<file path="config.mk">
export PLATFORM = sky130hd
export DESIGN_NAME = controle_fila
export DESIGN_NICKNAME = d
export VERILOG_FILES = /design/src/rtl/controle_fila_pkg.sv /design/src/rtl/arbitro_rr.sv /design/src/rtl/controle_fila.sv
export SDC_FILE = /design/constraint.sdc
export NUM_CORES = 1
export LEC_CHECK = 0
export BUFFER_PORTS_ARGS = -buffer_cell sky130_fd_sc_hd__buf_2
export CORE_ASPECT_RATIO = 0.8
export CORE_UTILIZATION = 30
export CTS_BUF_LIST = sky130_fd_sc_hd__clkbuf_2 sky130_fd_sc_hd__clkbuf_4 sky130_fd_sc_hd__clkbuf_8
export CTS_CLUSTER_SIZE = 14
export DETAILED_ROUTE_END_ITERATION = 12
export SLEW_MARGIN = 20
export SYNTH_ARGS = -nofsm -noshare
export SYNTH_HDL_FRONTEND = slang
export SYNTH_SLANG_ARGS = --single-unit
</file>
<file path="constraint.sdc">
create_clock -name clk_10KHz -period 2.5 [get_ports clk_10KHz]
set_input_delay 0.25 -clock clk_10KHz [delete_from_list [all_inputs] [get_ports clk_10KHz]]
set_output_delay 0.25 -clock clk_10KHz [all_outputs]
set_load 0.01 [all_outputs]
</file>
<file path="src/rtl/controle_fila_pkg.sv">
// Shared types and constants for the queue sequencer/arbiter.
package controle_fila_pkg;

  // Depth of the downstream fila FIFO; the sequencer's occupancy count tracks it.
  localparam int PROFUNDIDADE_FILA = 8;

  // Sequencer states: idle/arbitrate, enqueue strobe, dequeue latch, queue shift, deliver.
  typedef enum logic [2:0] {
    OCIOSO,
    ENFILEIRA,
    DESENFILEIRA,
    ESPERA,
    ENTREGA
  } estado_t;

  // Requesters, listed in round-robin order (CONS wraps back to PROD0).
  typedef enum logic [1:0] {
    PROD0,
    PROD1,
    CONS
  } solicitante_t;

endpackage

</file>
<file path="src/rtl/arbitro_rr.sv">
// Three-way round-robin arbiter. The search starts at the requester after
// the last granted one. The output is combinational, and the pointer is held
// by the caller.
module arbitro_rr
  import controle_fila_pkg::*;
(
  input  logic [2:0]   req,       // bit 0 prod0, bit 1 prod1, bit 2 cons
  input  logic [2:0]   elegivel,  // same bit order; masks requests the queue cannot serve
  input  solicitante_t ultimo,    // last requester that received a grant
  output logic [2:0]   grant      // one-hot, all zero when no candidate
);

  logic [2:0] cand;

  // Priority walk rotated by the last grant.
  always_comb begin
    // NOTE: every combinational output gets a default first so no path leaves it unassigned (no latch).
    grant = 3'b000;
    cand  = req & elegivel;
    case (ultimo)
      PROD0: begin
        if      (cand[1]) grant = 3'b010;
        else if (cand[2]) grant = 3'b100;
        else if (cand[0]) grant = 3'b001;
      end
      PROD1: begin
        if      (cand[2]) grant = 3'b100;
        else if (cand[0]) grant = 3'b001;
        else if (cand[1]) grant = 3'b010;
      end
      default: begin
        if      (cand[0]) grant = 3'b001;
        else if (cand[1]) grant = 3'b010;
        else if (cand[2]) grant = 3'b100;
      end
    endcase
  end

endmodule

</file>
<file path="src/rtl/controle_fila.sv">
// Sequencer in front of the fila FIFO. It shares the queue between two
// producers and one consumer. It issues single-cycle enqueue/dequeue strobes
// that honour the queue's latch-then-shift dequeue, and it keeps its own
// occupancy count so the queue is never over- or under-run.
module controle_fila
  import controle_fila_pkg::*;
#(
  parameter int LARGURA      = 8,
  parameter int PROFUNDIDADE = PROFUNDIDADE_FILA
) (
  input  logic               clk_10KHz,
  input  logic               reset,
  input  logic               prod0_req,
  input  logic [LARGURA-1:0] prod0_dado,
  output logic               prod0_ack,
  input  logic               prod1_req,
  input  logic [LARGURA-1:0] prod1_dado,
  output logic               prod1_ack,
  input  logic               cons_req,
  output logic               cons_ack,
  output logic [LARGURA-1:0] cons_dado,
  output logic               fila_enqueue,
  output logic               fila_dequeue,
  output logic [LARGURA-1:0] fila_dado_in,
  input  logic [LARGURA-1:0] fila_dado_out,
  output logic [3:0]         ocupacao,
  output logic               cheio,
  output logic               vazio
);

  estado_t            estado_q,    estado_d;
  solicitante_t       ultimo_q,    ultimo_d;     // round-robin pointer
  solicitante_t       alvo_q,      alvo_d;       // producer being served in ENFILEIRA
  logic [3:0]         ocupacao_q,  ocupacao_d;
  logic [LARGURA-1:0] cons_dado_q, cons_dado_d;

  logic [2:0] req_vec;
  logic [2:0] elegivel;
  logic [2:0] grant;

  // Full/empty flags come straight from the local occupancy count.
  assign cheio     = (ocupacao_q == 4'(PROFUNDIDADE));
  assign vazio     = (ocupacao_q == 4'd0);
  assign ocupacao  = ocupacao_q;
  assign cons_dado = cons_dado_q;

  // Producers may only win while there is room, and the consumer only while data exists.
  assign req_vec  = {cons_req, prod1_req, prod0_req};
  assign elegivel = {~vazio, ~cheio, ~cheio};

  arbitro_rr u_arbitro (
    .req      (req_vec),
    .elegivel (elegivel),
    .ultimo   (ultimo_q),
    .grant    (grant)
  );

  // Next-state logic and strobes decoded from the current state.
  always_comb begin
    estado_d     = estado_q;
    ultimo_d     = ultimo_q;
    alvo_d       = alvo_q;
    ocupacao_d   = ocupacao_q;
    cons_dado_d  = cons_dado_q;
    prod0_ack    = 1'b0;
    prod1_ack    = 1'b0;
    cons_ack     = 1'b0;
    fila_enqueue = 1'b0;
    fila_dequeue = 1'b0;
    fila_dado_in = '0;

    case (estado_q)
      OCIOSO: begin
        if (grant[0]) begin
          estado_d = ENFILEIRA;
          alvo_d   = PROD0;
          ultimo_d = PROD0;
        end else if (grant[1]) begin
          estado_d = ENFILEIRA;
          alvo_d   = PROD1;
          ultimo_d = PROD1;
        end else if (grant[2]) begin
          estado_d = DESENFILEIRA;
          ultimo_d = CONS;
        end
      end

      ENFILEIRA: begin
        fila_enqueue = 1'b1;
        if (alvo_q == PROD1) begin
          prod1_ack    = 1'b1;
          fila_dado_in = prod1_dado;
        end else begin
          prod0_ack    = 1'b1;
          fila_dado_in = prod0_dado;
        end
        ocupacao_d = ocupacao_q + 4'd1;
        estado_d   = OCIOSO;
      end

      DESENFILEIRA: begin
        // The queue latches its head on this strobe and shifts on the following cycle.
        fila_dequeue = 1'b1;
        estado_d     = ESPERA;
      end

      ESPERA: begin
        // The queue is shifting, so no strobe is issued. Its latched head is stable on fila_dado_out.
        cons_dado_d = fila_dado_out;
        ocupacao_d  = ocupacao_q - 4'd1;
        estado_d    = ENTREGA;
      end

      ENTREGA: begin
        cons_ack = 1'b1;
        estado_d = OCIOSO;
      end

      default: estado_d = OCIOSO;
    endcase
  end

  // State registers with synchronous reset shared with the fila FIFO.
  always_ff @(posedge clk_10KHz) begin
    // NOTE: sequential state uses non-blocking assignments so every flop samples pre-edge values.
    if (reset) begin
      // NOTE: every register here is control or a visible output, so each one gets a reset value.
      estado_q    <= OCIOSO;
      ultimo_q    <= CONS;
      alvo_q      <= PROD0;
      ocupacao_q  <= 4'd0;
      cons_dado_q <= '0;
    end else begin
      estado_q    <= estado_d;
      ultimo_q    <= ultimo_d;
      alvo_q      <= alvo_d;
      ocupacao_q  <= ocupacao_d;
      cons_dado_q <= cons_dado_d;
    end
  end

endmodule

</file>
# Word level (Yosys, flattened, before mapping)
# Index checks and enable logic that the tools add are counted.
[op_classes] addsub=2 eq_ne=8 mux=29 bitwise_logic=3 n_reduce_logical=8
[ops] cell="$mux W3" count=10
[ops] cell="$mux W8" count=2
[ops] cell="$mux W2" count=6
[ops] cell="$pmux W3 S3" count=1
[ops] cell="$mux W1" count=8
[ops] cell="$pmux W4 S2" count=1
[ops] cell="$eq A3 B2 Y1 const B" count=2
[ops] cell="$pmux W3 S2" count=1
[ops] cell="$add A4 B1 Y4 const B" count=1
[ops] cell="$eq A2 B1 Y1 const B" count=2
[ops] cell="$eq A4 B4 Y1 const B" count=1
[ops] cell="$logic_not A4 Y1" count=1
[ops] cell="$ne A4 B4 Y1 const B" count=1
[ops] cell="$reduce_and A2 Y1" count=2
[ops] cell="$reduce_bool A2 Y1" count=2
[ops] cell="$sub A4 B1 Y4 const B" count=1
[ops] cell="$and A3 B3 Y3" count=1
[ops] cell="$eq A3 B1 Y1 const B" count=1
[ops] cell="$eq A3 B3 Y1 const B" count=1
[ops] cell="$logic_not A3 Y1" count=1
[ops] cell="$reduce_bool A3 Y1" count=1
[ops] cell="$logic_not A2 Y1" count=1
[ops] cell="$not A1 Y1" count=2
[word_totals] ff_bits=19 inputBits=29 out_inout_bits=27 elab_cells=55

# Depth between registers and ports, before layout
[logic_depth] ltp_word=11 ltp_mapped=9 depth_no_buf=8

# Cells and area by module
# A second synthesis with hierarchy kept.
[hier_totals] hier_cells=124 area_unflattened_um2=1011.0
[modules_own_cells] module="controle_fila" n_inst=1 cells_each=112 area_per_inst_um2=920.9
[modules_own_cells] module="arbitro_rr" n_inst=1 cells_each=12 area_per_inst_um2=90.1

# Least setup slack after synthesis
# No wires, ideal clock.
[synth_timing] path_kind="flip-flop to flip-flop" startpoint="register estado_q[0]" endpoint="register ocupacao_q[3] (netlist: ocupacao[3])" setup_ns=0.121 arrival_ns=2.133 path_slack_ns=0.246 stages_incl_launch_ff=10 path_buffers=1 synth_period_minus_slack_ns=2.254 cell_sequence="dfxtp_1 nor2b_1 buf_1 nand2_1 clkinv_1 ha_1 a21o_2 a21oi_1 mux2i_1 mux2_2"
[synth_between] elab_chain_cells=2
[synth_lines] item="start, declared" line="controle_fila.sv:31" text="estado_t estado_q, estado_d;"
[synth_lines] item="start signal, assigned" line="controle_fila.sv:134" text="estado_q <= estado_d;"
[synth_lines] item="$eq A3 B2 Y1 or $eq A3 B1 Y1 (tied branches)" line="controle_fila.sv:72" text="case (estado_q)"
[synth_lines] item="$pmux W4 S2 or $reduce_bool A2 Y1 (tied branches)"
[synth_lines] item="end signal, assigned" line="controle_fila.sv:137" text="ocupacao_q <= ocupacao_d;"
[synth_lines] item="end, declared" line="controle_fila.sv:34" text="logic [3:0] ocupacao_q, ocupacao_d;"
# Parallel ways exist; a longest one is shown, timed or not.
# A chain may end at the register's enable or synchronous reset.

# Final worst setup path
# Same ends and word-level chain as after synthesis.

==> impl_metrics.yaml <==
run_status:
  status: "complete, no violations"
clock_network:
  clk_path_buf_depth: 2
  cts_buffers: 3
  cts_tree: "done"
  postCtsHoldBufs: 0
  ctsResizeCount: 0
  cts.sinks: 18
  root_buffer: "clkbuf_8"
  htree_num_levels: 1
  insertion_delay_ps: 250
  post_cts_buffers: 0
  clk_pin_slew_ps: 70
timing:
  worst_pin_slew_ps: 490
  period_needed_ps: 2250
  setup_viol: 0
  slew_violations: 0
  hold_violations: 0
  relSlewSlack_pct: 67.3
  worst_slack_ps: 251
  rsz0062_at_grt: "no"
  clock.fmax_mhz: 445
  tns_ps: 0
  finalCritPeriodShare_pct: 90.0
  hold_slack_ps: 241
  finalClockSkew_ps: 2.91
floorplan:
  die_h_um: 54.2
  core_area_um2: 3180
  die_w_um: 67.3
  placementRows: 18
  ios: 56
  die_area_um2: 3650
  initial_core_util_pct: 32.2
synthesis:
  yosysSeqAreaShare_pct: 35.3
  synthSimpleGateAreaFrac_pct: 25.9
  synth_xor_xnor_area_share_pct: 1.71
  synthAdderAreaFrac_pct: 4.41
  ys_types: 37
  ys_ff_latch: 18
  synth_area_um2: 1020
  synth_top_area_cell: "dfxtp_1"
  synth_top_cell_area_share_pct: 35.3
  async_flop_share_pct: 0
  synth-main-ff-cell: "dfxtp_1"
  synth_top_family_by_area: "simple AND/OR/NAND/NOR gates"
  synth_common_cells: "20 x nand2_1, 18 x dfxtp_1, 15 x nor2_1, 10 x a21oi_1, 10 x mux2i_1"
  synthCells: 124
  ys_warn_count: 0
  synth-edff-count: 0
  synth_compound_gate_area_share_pct: 16.0
  synthTopCellsByArea: "dfxtp_1 35%, mux2i_1 9.8%, nand2_1 7.3%, nor2_1 5.5%, a21oi_1 4.9%"
  synth_most_common_cell: "nand2_1"
  synth_mux_area_share_pct: 10.9
  synthesis.nets: 156
  avgSynthCellArea_um2: 8.24
global_routing:
  grt_pass1_wl_mm: 3.79
  met3_usage_pct: 3.13
  grt_pass1_vias: 912
  top_usage_layer: "met2"
  globalRouteOverflowTotal: 0
  grt.met2_usage_pct: 24.0
  grt_usage_pct: 14.0
  met1_usage_pct: 16.1
  antenna_found_initial: 0
  grt_max_degree: 22
setup_path:
  crit_fanout: 10
  critPathLaunchType: "flip-flop"
  critPathKind: "reg2reg"
  reg2reg_slack_ps: 250
  end_kind: "flip-flop"
  r2r-start: "estado_q[0]"
  r2r-end: "ocupacao[3]"
  arrival_ps: 2390
  r2r_cells: 8
  crit_required_ps: 2640
route:
  ant_nets: 0
  wire_per_inst_um: 11.1
  vias: 1022
  firstDrtPassIters: 4
  routed_via_density: 4.69
  drc: 0
  wirelength_mm: 2.42
  first_iter_violations: 28
job:
  cap_violations: 0
placed_design:
  io_buffers: 55
  gp_congestion: 0.815
  placedCellCount: 214
  pre_cts_slack_ps: 243
  dpl.hpwl_mm: 1.91
power_and_ir_drop:
  peakVddDrop_mv: 0.213
  power.density_nw_per_um2: 539
  p_leak_uw: 0.000664
hold_path:
  whs_endpoint: "cons_dado[0]"
  min_path_cells: 3
  hold_path_class: "in2reg"
  holdCritStartpoint: "fila_dado_out[0]"
final_layout:
  drive_above_1_share_pct: 39.3
  antenna_cells: 0
  area_delta_synth_final_pct: 36.0
  fillers: 319
  nets: 211
  final_cells: 218
==> where the power goes <==
part,switching [µW],internal (µW),leakage [µW]
combinational,95.9,89.8,0.000489
clock,92.2,140,0.0000288
sequential,29.0,303,0.000146
==> registers in the layout, indices dropped and copies added, names as in the netlist <==
register / flops
alvo_q: 1
estado_q: 3
cons_dado: 8
ocupacao: 4
ultimo_q: 2
==> critical path, cell delays in order, from the launching register on <==
cell,delay (ps)
dfxtp_1,360
nor2b_1,160
nand2_1,90
clkinv_1,240
ha_1,360
a21o_2,200
a21oi_1,170
mux2i_1,210
mux2_2,340
==> cells by family after synthesis <==
group / count (synthesis)
flip-flops: 18
multiplexers: 11
XOR/XNOR: 2
AND/OR/NAND/NOR: 53
AO/OA/AOI/OAI: 22
adder cells (fa/ha/maj): 3
buffers and inverters: 15
==> per-stage QoR <==
| stage | total power [µW] | utilization (%) | instance area (µm²) |
|---|---|---|---|
| floorplan | 453 | - | 1020 |
| global placement | 520 | 42.0 | 1340 |
| detailed placement | 526 | 42.0 | 1340 |
| CTS | 760 | 43.8 | 1390 |
| global route | 794 | 43.8 | 1390 |
| finish | 750 | 43.8 | 1390 |
==> cells in the final DEF (no fill, tap or decap), types with 2 or more instances in the layout <==
cell      synthesis  routed
buf_2             1      55
nand2_1          20      20
dfxtp_1          18      18
nor2_1           15      15
mux2i_1          10      10
a21oi_1          10      10
inv_1             6       6
clkbuf_8          0       4
nand2b_1          3       3
nor3_1            3       3
nor2b_1           2       2
nor3b_1           2       2
o311ai_2          2       2
o21ai_0           2       2
xnor2_1           2       2
ha_1              2       2
buf_4             0       2
==> area by class of cell <==
cell class / count / area [µm²] / area share [%]
flip-flops and latches: 18 / 360 / 25.9
clock buffers: 4 / 55.1 / 3.96
well taps: 40 / 50.0 / 3.60
multi-input cells: 91 / 603 / 43.4
repair buffers: 57 / 290 / 20.9
inverters: 8 / 31.3 / 2.25
==> worst max path at each step <==
| stage | startpoint | end | slack (ps) |
|---|---|---|---|
| final | estado_q[0] | ocupacao[3] | 250 |
| after global routing | estado_q[0] | ocupacao[3] | 100 |
| after CTS | estado_q[0] | ocupacao[3] | 220 |
| after detailed placement | estado_q[0] | ocupacao[3] | 240 |
| after global placement | estado_q[0] | ocupacao[3] | 320 |
| after floorplan | estado_q[0] | ocupacao[3] | 250 |
==> routing by layer <==
layer,vias to the layer above,wire length (µm)
met1,450,1100
met4,0,27
met3,2,138
met5,-,0
li1,536,-
met2,34,1160
Note: power is estimated with default switching activity, not from simulation.
